$ cat config.mk
export PLATFORM = sky130hd
export DESIGN_NAME = uart_tx_arbiter
export DESIGN_NICKNAME = d
export VERILOG_FILES = /design/src/rtl/uart_tx_arbiter.sv
export SDC_FILE = /design/constraint.sdc
export NUM_CORES = 1
export LEC_CHECK = 0
export ABC_AREA = 1
export CAP_MARGIN = 30
export CORE_ASPECT_RATIO = 0.9
export CORE_UTILIZATION = 43
export DETAILED_ROUTE_END_ITERATION = 12
export PLACE_DENSITY = 0.82
export SLEW_MARGIN = 0
export SYNTH_ARGS = -nofsm -noshare
export SYNTH_HDL_FRONTEND = slang
export SYNTH_SLANG_ARGS = --single-unit
$ cat constraint.sdc
create_clock -name clk -period 2 [get_ports clk]
set_clock_uncertainty 0.05 [all_clocks]
set_input_delay 0.3 -clock clk [delete_from_list [all_inputs] [get_ports clk]]
set_output_delay 0.3 -clock clk [all_outputs]
set_load 0.01 [all_outputs]
$ cat src/rtl/uart_tx_arbiter.sv
// uart_tx_arbiter
// Round-robin arbiter that shares one UART transmitter between NREQ byte
// producers. It captures the winning requester's byte, acknowledges it,
// strobes the transmitter, then waits for the transmitter to take and
// finish the frame before arbitrating again.
//
// Optional feature macro: UART_ARB_TIMEOUT_EN
//   defined   : a 16-bit watchdog runs from the start strobe to the end of the
//               frame; on expiry timeout_err pulses and the arbiter returns to IDLE.
//   undefined : no watchdog is built, timeout_err is tied low, and the wait
//               states wait indefinitely.
module uart_tx_arbiter #(
  parameter int NREQ    = 4,
  parameter int DATA_W  = 8,
  parameter int TIMEOUT = 65535,
  localparam int ID_W   = $clog2(NREQ)
) (
  input  logic                   clk,
  input  logic                   reset,
  input  logic [NREQ-1:0]        req,
  input  logic [NREQ*DATA_W-1:0] req_data,
  output logic [NREQ-1:0]        ack,
  output logic [DATA_W-1:0]      tx_data,
  output logic                   tx_start,
  input  logic                   tx_busy,
  output logic [ID_W-1:0]        grant_id,
  output logic                   arb_busy,
  output logic                   timeout_err
);

  localparam logic [2:0] ST_IDLE      = 3'd0;
  localparam logic [2:0] ST_LOAD      = 3'd1;
  localparam logic [2:0] ST_START     = 3'd2;
  localparam logic [2:0] ST_WAIT_ACC  = 3'd3;
  localparam logic [2:0] ST_WAIT_DONE = 3'd4;

  // After reset the pointer sits on the last requester so requester 0 wins first.
  localparam logic [ID_W-1:0] LAST_RST = ID_W'(NREQ - 1);

  // Reject parameter values the hardware cannot represent.
  if (NREQ < 2 || NREQ > 8) begin : g_bad_nreq
    $error("uart_tx_arbiter: NREQ must be in 2..8");
  end
  if (TIMEOUT < 1 || TIMEOUT > 65535) begin : g_bad_timeout
    $error("uart_tx_arbiter: TIMEOUT must fit the 16-bit watchdog");
  end

  logic [2:0]        state;
  logic [ID_W-1:0]   last;
  logic [ID_W-1:0]   winner;
  logic [NREQ-1:0]   win_onehot;
  logic [DATA_W-1:0] win_data;
  logic              found;
  logic              tmo_fire;

  // Round-robin search: first requester at or after last+1, wrapping modulo NREQ.
  always_comb begin
    winner     = '0;
    found      = 1'b0;
    win_onehot = '0;
    for (int k = 1; k <= NREQ; k++) begin
      int               sum;
      logic [ID_W-1:0]  cand;
      sum = int'(last) + k;
      if (sum >= NREQ) sum = sum - NREQ;
      cand = ID_W'(sum);
      if (!found && req[cand]) begin
        winner = cand;
        found  = 1'b1;
      end
    end
    win_onehot[winner] = 1'b1;
    win_data = req_data[winner*DATA_W +: DATA_W];
  end

`ifdef UART_ARB_TIMEOUT_EN
  localparam logic [15:0] TMO_LAST = 16'(TIMEOUT - 1);

  logic [15:0] tmo_cnt;

  // Expiry only counts while the awaited tx_busy edge has not shown up.
  assign tmo_fire = (tmo_cnt >= TMO_LAST) &&
                    (((state == ST_WAIT_ACC)  && !tx_busy) ||
                     ((state == ST_WAIT_DONE) &&  tx_busy));

  // Watchdog counter cleared at the start strobe, running through both wait states.
  always_ff @(posedge clk) begin
    if (reset) begin
      tmo_cnt     <= '0;
      timeout_err <= 1'b0;
    end else begin
      timeout_err <= tmo_fire;
      if (state == ST_START) begin
        tmo_cnt <= '0;
      end else if ((state == ST_WAIT_ACC || state == ST_WAIT_DONE) && !tmo_fire) begin
        tmo_cnt <= tmo_cnt + 16'd1;
      end
    end
  end
`else
  assign tmo_fire    = 1'b0;
  assign timeout_err = 1'b0;
`endif

  // Main sequencer: every output is registered and updated alongside the state.
  always_ff @(posedge clk) begin
    if (reset) begin
      state    <= ST_IDLE;
      last     <= LAST_RST;
      grant_id <= '0;
      tx_data  <= '0;
      ack      <= '0;
      tx_start <= 1'b0;
      arb_busy <= 1'b0;
    end else begin
      ack      <= '0;
      tx_start <= 1'b0;
      case (state)
        ST_IDLE: begin
          if (|req) begin
            grant_id <= winner;
            last     <= winner;
            tx_data  <= win_data;
            ack      <= win_onehot;
            arb_busy <= 1'b1;
            state    <= ST_LOAD;
          end
        end
        ST_LOAD: begin
          tx_start <= 1'b1;
          state    <= ST_START;
        end
        ST_START: begin
          state <= ST_WAIT_ACC;
        end
        ST_WAIT_ACC: begin
          if (tx_busy) begin
            state <= ST_WAIT_DONE;
          end else if (tmo_fire) begin
            arb_busy <= 1'b0;
            state    <= ST_IDLE;
          end
        end
        ST_WAIT_DONE: begin
          if (!tx_busy || tmo_fire) begin
            arb_busy <= 1'b0;
            state    <= ST_IDLE;
          end
        end
        default: begin
          arb_busy <= 1'b0;
          state    <= ST_IDLE;
        end
      endcase
    end
  end

endmodule

==> impl_results.md, run 1 <==
* ANT cells at 0
* Clock latency on the worst-skew pair at 0.31 ns
* H-tree level count at 1
* Clock sinks at 21
* Die W at 62.4 microns
* WP data arrival at slightly above 2 ns
* Remaining antenna violation count at 0
* Fin. Hold Viols at 0
* Sw Share at a little under half
* Largest net degree at the start of global routing at 21
* Initial antenna violation count at 0
* Setup violators final at 0
* GRT overflow at 0
* Post-Syn Area per Cell at about 6.4 sq um
* CTS Buffer Depth at 2
* Number of max-cap violations at 0
* Root Driver: clkbuf_4
* Run status: completed
* Worst Setup Start Kind: flip-flop
* DP HPWL at approximately 2900 microns
* Residual DRC at 0
* Flop pwr share at approximately 19%
* Slew Limit Fails at 0
* VDD IR max at around 0.0010 V
* I/O Buffers at 54
* DRT iter0 DRCs at 70
* Worst Setup End Kind: flip-flop
* Routability cong. at ~0.9
* Worst Path Max Fanout at 10
* FP Rows at 19
* Post-DR wirelength/cell at around 12 microns
* Hold Buf Count CTS at 0
* Fin crit period at around 1.9 ns
* First-pass GRT wire length at between 6000 and 7000 microns
* Initial Utilization at 45.6%
* Worst-path clk slew at between 0.1 and 0.15 ns
* GRT Total Usage at 22.8%
* Synth warn at 0
* Yosys cell types at 25
* CTS tree: done
* Placed Instance Area at between 2000 and 2500 sq um
* Lkg Pwr at approximately 1.1 nW
* Cell count after synthesis at 219
* Post-synthesis sequential area ratio at between 20% and 30%
* Yosys top cell area share at about 30%
* Vias in the first global route at around 1600
* Die Area at between 3000 and 4000 sq um
* Core area at around 3100 sq um
* Tcrit/Tclk final at 93.4%
* Pint at around 0.0017 W
* Min Hold Slack at about 0.44 ns
* Post-Syn Nets at between 200 and 300
* Critical path class: flip-flop to flip-flop
* CTS Buf Count at 3
* Vert. Die Dim at about 56 microns
* #FFs+latches synth at 21
* Switch Pwr at roughly 0.0015 W
* Post-Syn Area at roughly 1400 sq um
* Final nets at 330
* Pwr/cell area at between 1000 and 1500 nW/um^2
* Logic gate share of total power at between 70% and 80%
* Layout cells sized above 1 at between 20% and 30%
* Cells taking the most area after synthesis: dfxtp_1 (30%), nand2_1 (19%), nand3_1 (9.9%)
* Worst Hold Class: flip-flop to flip-flop
* Final wirelength at roughly 3900 microns
* Clock Power Share at 6.7%
* CP Data Required Time at ~2.2 ns
* Final Cell Area at 2210 sq um
* Via density at approximately 5
* I/O Pins at 56
* DRT Pass-1 Iters at 4
* Yosys top cell by area: dfxtp_1
* Max Fclk at approximately 0.54 GHz
* P&R area growth vs syn at 56.6%
* Vias at approximately 1700
## final timing paths
check | slack [ns] | depth (start not counted) | endpoint | startpoint
setup / recovery | 0.13 | 16 | tx_data[3] | last[0]
hold / removal | 0.44 | 2 | grant_id[1] | grant_id[1]
setup reg to reg | 0.13 | 16 | tx_data[3] | last[0]
hold reg to reg | 0.44 | 2 | grant_id[1] | grant_id[1]
## synth_stat cells (all sizes together)
cell type  count
a21oi          5
clkbuf         2
o21bai         1
o211ai         3
nor3           4
nor2          24
inv           20
o21ai          5
nand2         88
conb           1
nand3b         1
buf            6
nand4          6
nand3         32
dfxtp         21
## cells in the final DEF, fill, tap and decap left out, drive strengths merged
cell type,instances
a21oi,5
nand3b,1
inv,20
nor2,24
o21bai,1
nand3,32
buf,21
nand2,88
dlymetal6s2s,3
dfxtp,21
o21ai,5
nand4,6
clkbuf,3
o211ai,3
nor3,4
clkdlybuf4s50,51
conb,1
clkinv,1
## layout make-up
cell class              count  area, sq um
fillers                   258          882
well taps                  42         52.6
repair buffers             75          722
clock buffers               3         22.5
multi-input cells         170          906
inverters                  20         77.6
clock inverters             1         5.00
flip-flops and latches     21          423
## kinds of logic after synthesis
logic type / share of synthesized area (%)
other: 0.266
flip-flops: 29.8
AO/OA/AOI/OAI: 5.94
buffers and inverters: 10.1
AND/OR/NAND/NOR: 53.9
## state kept, by name, summed over array words and instances (netlist names)
name and flops:
tx_data 8, last 2, tx_start 1, ack 4
arb_busy 1, grant_id 2, state 3
## what timing repair did
action	in CTS	in global routing
endpoints found under the hold margin	0	0
setup endpoints to repair	0	14
setup buffers	0	1
gates resized for setup	0	20
## worst max-delay path: stages, from the launching register on
cell and delay [ns]:
dfxtp_2 0.39, inv_2 0.10, nand2_2 0.09, nand2_1 0.08
nand2_4 0.10, nand2_4 0.09, o21bai_4 0.14, nand2_2 0.08
nand2_4 0.09, nand2_8 0.09, buf_4 0.16, nand2_1 0.06
nand2_1 0.05, nand2_1 0.05, nand3_1 0.06, nand2_1 0.07
inv_1 0.04
## layer usage
metal	up-vias	share of wire (%)	GRT usage, %
met5	-	0	0
li1	840	-	-
met1	746	42	27.9
met3	8	6.0	4.67
met2	59	50	40.0
met4	0	1.8	7.64
## per-stage QoR
step | std cells | setup WS [ns] | setup TNS (ns) | util [%] | total power [W]
2_1_floorplan | 219 | 0.253 | 0 | - | 0.00203
3_3_place_gp | 327 | -0.182 | -1.85 | 68.0 | 0.00271
3_5_place_dp | 327 | -0.245 | -2.72 | 68.0 | 0.00277
4_1_cts | 331 | 0.0316 | 0 | 68.9 | 0.00299
5_1_grt | 332 | -0.0452 | -0.0695 | 71.5 | 0.00347
6_report | 332 | 0.133 | 0 | 71.5 | 0.00318
## power groups by stage
stage | sequential (W) | combinational (W) | clock [W]
6_report | 0.000618 | 0.00235 | 0.000212
5_1_grt | 0.000635 | 0.00259 | 0.000236
4_1_cts | 0.000614 | 0.00216 | 0.000216
3_5_place_dp | 0.000624 | 0.00215 | 0
3_3_place_gp | 0.000621 | 0.00209 | 0
2_1_floorplan | 0.000668 | 0.00136 | 0
(Power assumes the default switching activity.)
==> run 2, diff against run 1 <==
CORE_MARGIN = 3   (was default)
==> impl_results.md, run 2 (synthesis results as in run 1) <==
* Most frequent cells in the layout: nand2_1 (65), clkdlybuf4s50_1 (52), nand3_1 (25), buf_4 (23), nor2_1 (20)
* DRT Pass-1 Iters at 5
* ANT cells at 0
* VDD IR max at between 0.0008 and 0.0009 V
* Number of max-cap violations at 0
* P&R area growth vs syn at 60.7%
* CTS tree: done
* Cell count of the worst hold path at 2
* Worst Hold Class: flip-flop to flip-flop
* Layout cells sized above 1 at between 20 and 30%
* Clock Power Share at around 6.3%
* Routability cong. at around 0.85
* Pint at roughly 0.0018 W
* Remaining antenna violation count at 0
* First-pass GRT wire length at roughly 5600 microns
* Hold Buf Count CTS at 0
* Slew Limit Fails at 0
* Lkg Pwr at about 1.1 nW
* Run status: completed
* Tcrit/Tclk final at a little over nine tenths
* Worst Path Max Fanout at 7
* Via density at between 4 and 5
* DP HPWL at 2750 microns
* Final wirelength at just under 4000 microns
* Final Cell Area at 2270 sq um
* Initial Utilization at a little under half
* Post-DR wirelength/cell at 11.7 microns
* CP Data Required Time at approximately 2.2 ns
* Clock sinks at 21
* Largest net degree at the start of global routing at 21
* GRT overflow at 0
* Flop pwr share at a little under a fifth
* R2r worst-path depth at 14
* CTS Buffer Depth at 2
* Vert. Die Dim at between 60 and 70 microns
* Setup violators final at 0
* Vias in the first global route at 1333
* I/O Buffers at 54
* Die W at around 66 microns
* Residual DRC at 0
* Worst-path clk slew at around 0.13 ns
* H-tree level count at 1
* GRT Total Usage at between 10% and 20%
* Vias at between 1500 and 2000
* Final Non-Filler Cells at roughly 340
* Commonest non-fill, non-tap cell in the layout: nand2_1
* Die Area at 4000 sq um
* Worst Setup End Kind: flip-flop
* Clock latency on the worst-skew pair at 0.31 ns
* Pwr/cell area at around 1400 nW/um^2
* Critical path class: flip-flop to flip-flop
* Placed instance count at ~330
* DRT iter0 DRCs at between 100 and 150
* FP Rows at 19
* Switch Pwr at ~0.0015 W
* Core area at between 3000 and 4000 sq um
* Worst Setup Start Kind: flip-flop
* I/O Pins at 56
* Top reg by flops: tx_data
* Final nets at approximately 340
* Sw Share at a little under half
* Fin crit period at between 1.5 and 2 ns
* CTS Buf Count at 3
* Fin. Hold Viols at 0
* Placed Instance Area at between 2000 and 2500 sq um
* Logic gate share of total power at between 70% and 80%
* Max Fclk at roughly 0.52 GHz
* Root Driver: clkbuf_4
* Top Registers: tx_data: 8 flops, ack: 4 flops, state: 3 flops
* WP data arrival at between 2 and 2.5 ns
* Initial antenna violation count at 0
* Max reg flops at 8
==> run 2: worst max-delay path, cell delays in order, from the launching register on <==
cell and delay, ns:
dfxtp_4 0.38, buf_6 0.13, nand2_2 0.06, nand2_2 0.09, nand2_4 0.09, nand2_4 0.07, nor2_8 0.14, nand3_1 0.12
nand3_2 0.14, nand2_4 0.11, buf_4 0.16, nand3_1 0.07, nand3_1 0.07, nor2_1 0.09, nor2_1 0.04
==> run 2: worst paths after layout <==
check                      to  slack [ns]         from
setup / recovery   tx_data[2]        0.09      last[0]
hold / removal    grant_id[0]        0.44  grant_id[0]
setup reg to reg   tx_data[2]        0.09      last[0]
hold reg to reg   grant_id[0]        0.44  grant_id[0]
==> run 2: routing by layer <==
layer | track usage (%) | share of wire [%] | up-vias
li1 | - | - | 858
met1 | 25.3 | 43 | 732
met2 | 27.3 | 48 | 70
met3 | 4.89 | 8.1 | 2
met4 | 4.35 | 0.25 | 0
met5 | 0 | 0 | -
==> run 2: power groups by stage <==
| stage | Combinational, W | Sequential [W] | Clock (W) |
|---|---|---|---|
| final | 0.00244 | 0.000627 | 0.000208 |
| after global routing | 0.00268 | 0.000642 | 0.000229 |
| after CTS | 0.00209 | 0.000614 | 0.000214 |
| after detailed placement | 0.00207 | 0.000622 | 0 |
| after global placement | 0.00205 | 0.000621 | 0 |
| after floorplan | 0.00136 | 0.000668 | 0 |
==> run 2: cell type report <==
cell class,instances,area [sq um]
Clock inverter,1,5.00
Clock buffer,3,22.5
Tap cell,42,52.6
Timing Repair Buffer,81,772
Multi-Input combinational cell,171,906
Fill cell,238,825
Inverter,20,80.1
Sequential cell,21,428
==> run 2: through the flow <==
stage | hold WS, ns | setup TNS [ns] | setup WS, ns | utilization [%] | total power [W]
2_1_floorplan | 0.411 | 0 | 0.253 | - | 0.00203
3_3_place_gp | 0.418 | -2.86 | -0.253 | 67.5 | 0.00267
3_5_place_dp | 0.422 | -3.46 | -0.280 | 67.5 | 0.00269
4_1_cts | 0.441 | 0 | 0.0503 | 68.5 | 0.00292
5_1_grt | 0.466 | -0.365 | -0.0988 | 73.3 | 0.00355
6_report | 0.441 | 0 | 0.0860 | 73.3 | 0.00328
==> run 2: repair_timing <==
item / 4_1_cts / 5_1_grt
setup endpoints to repair: 7 / 13
gates resized for setup: 1 / 25
pin swaps: 0 / 8
gates cloned: 0 / 1
setup buffers: 0 / 9
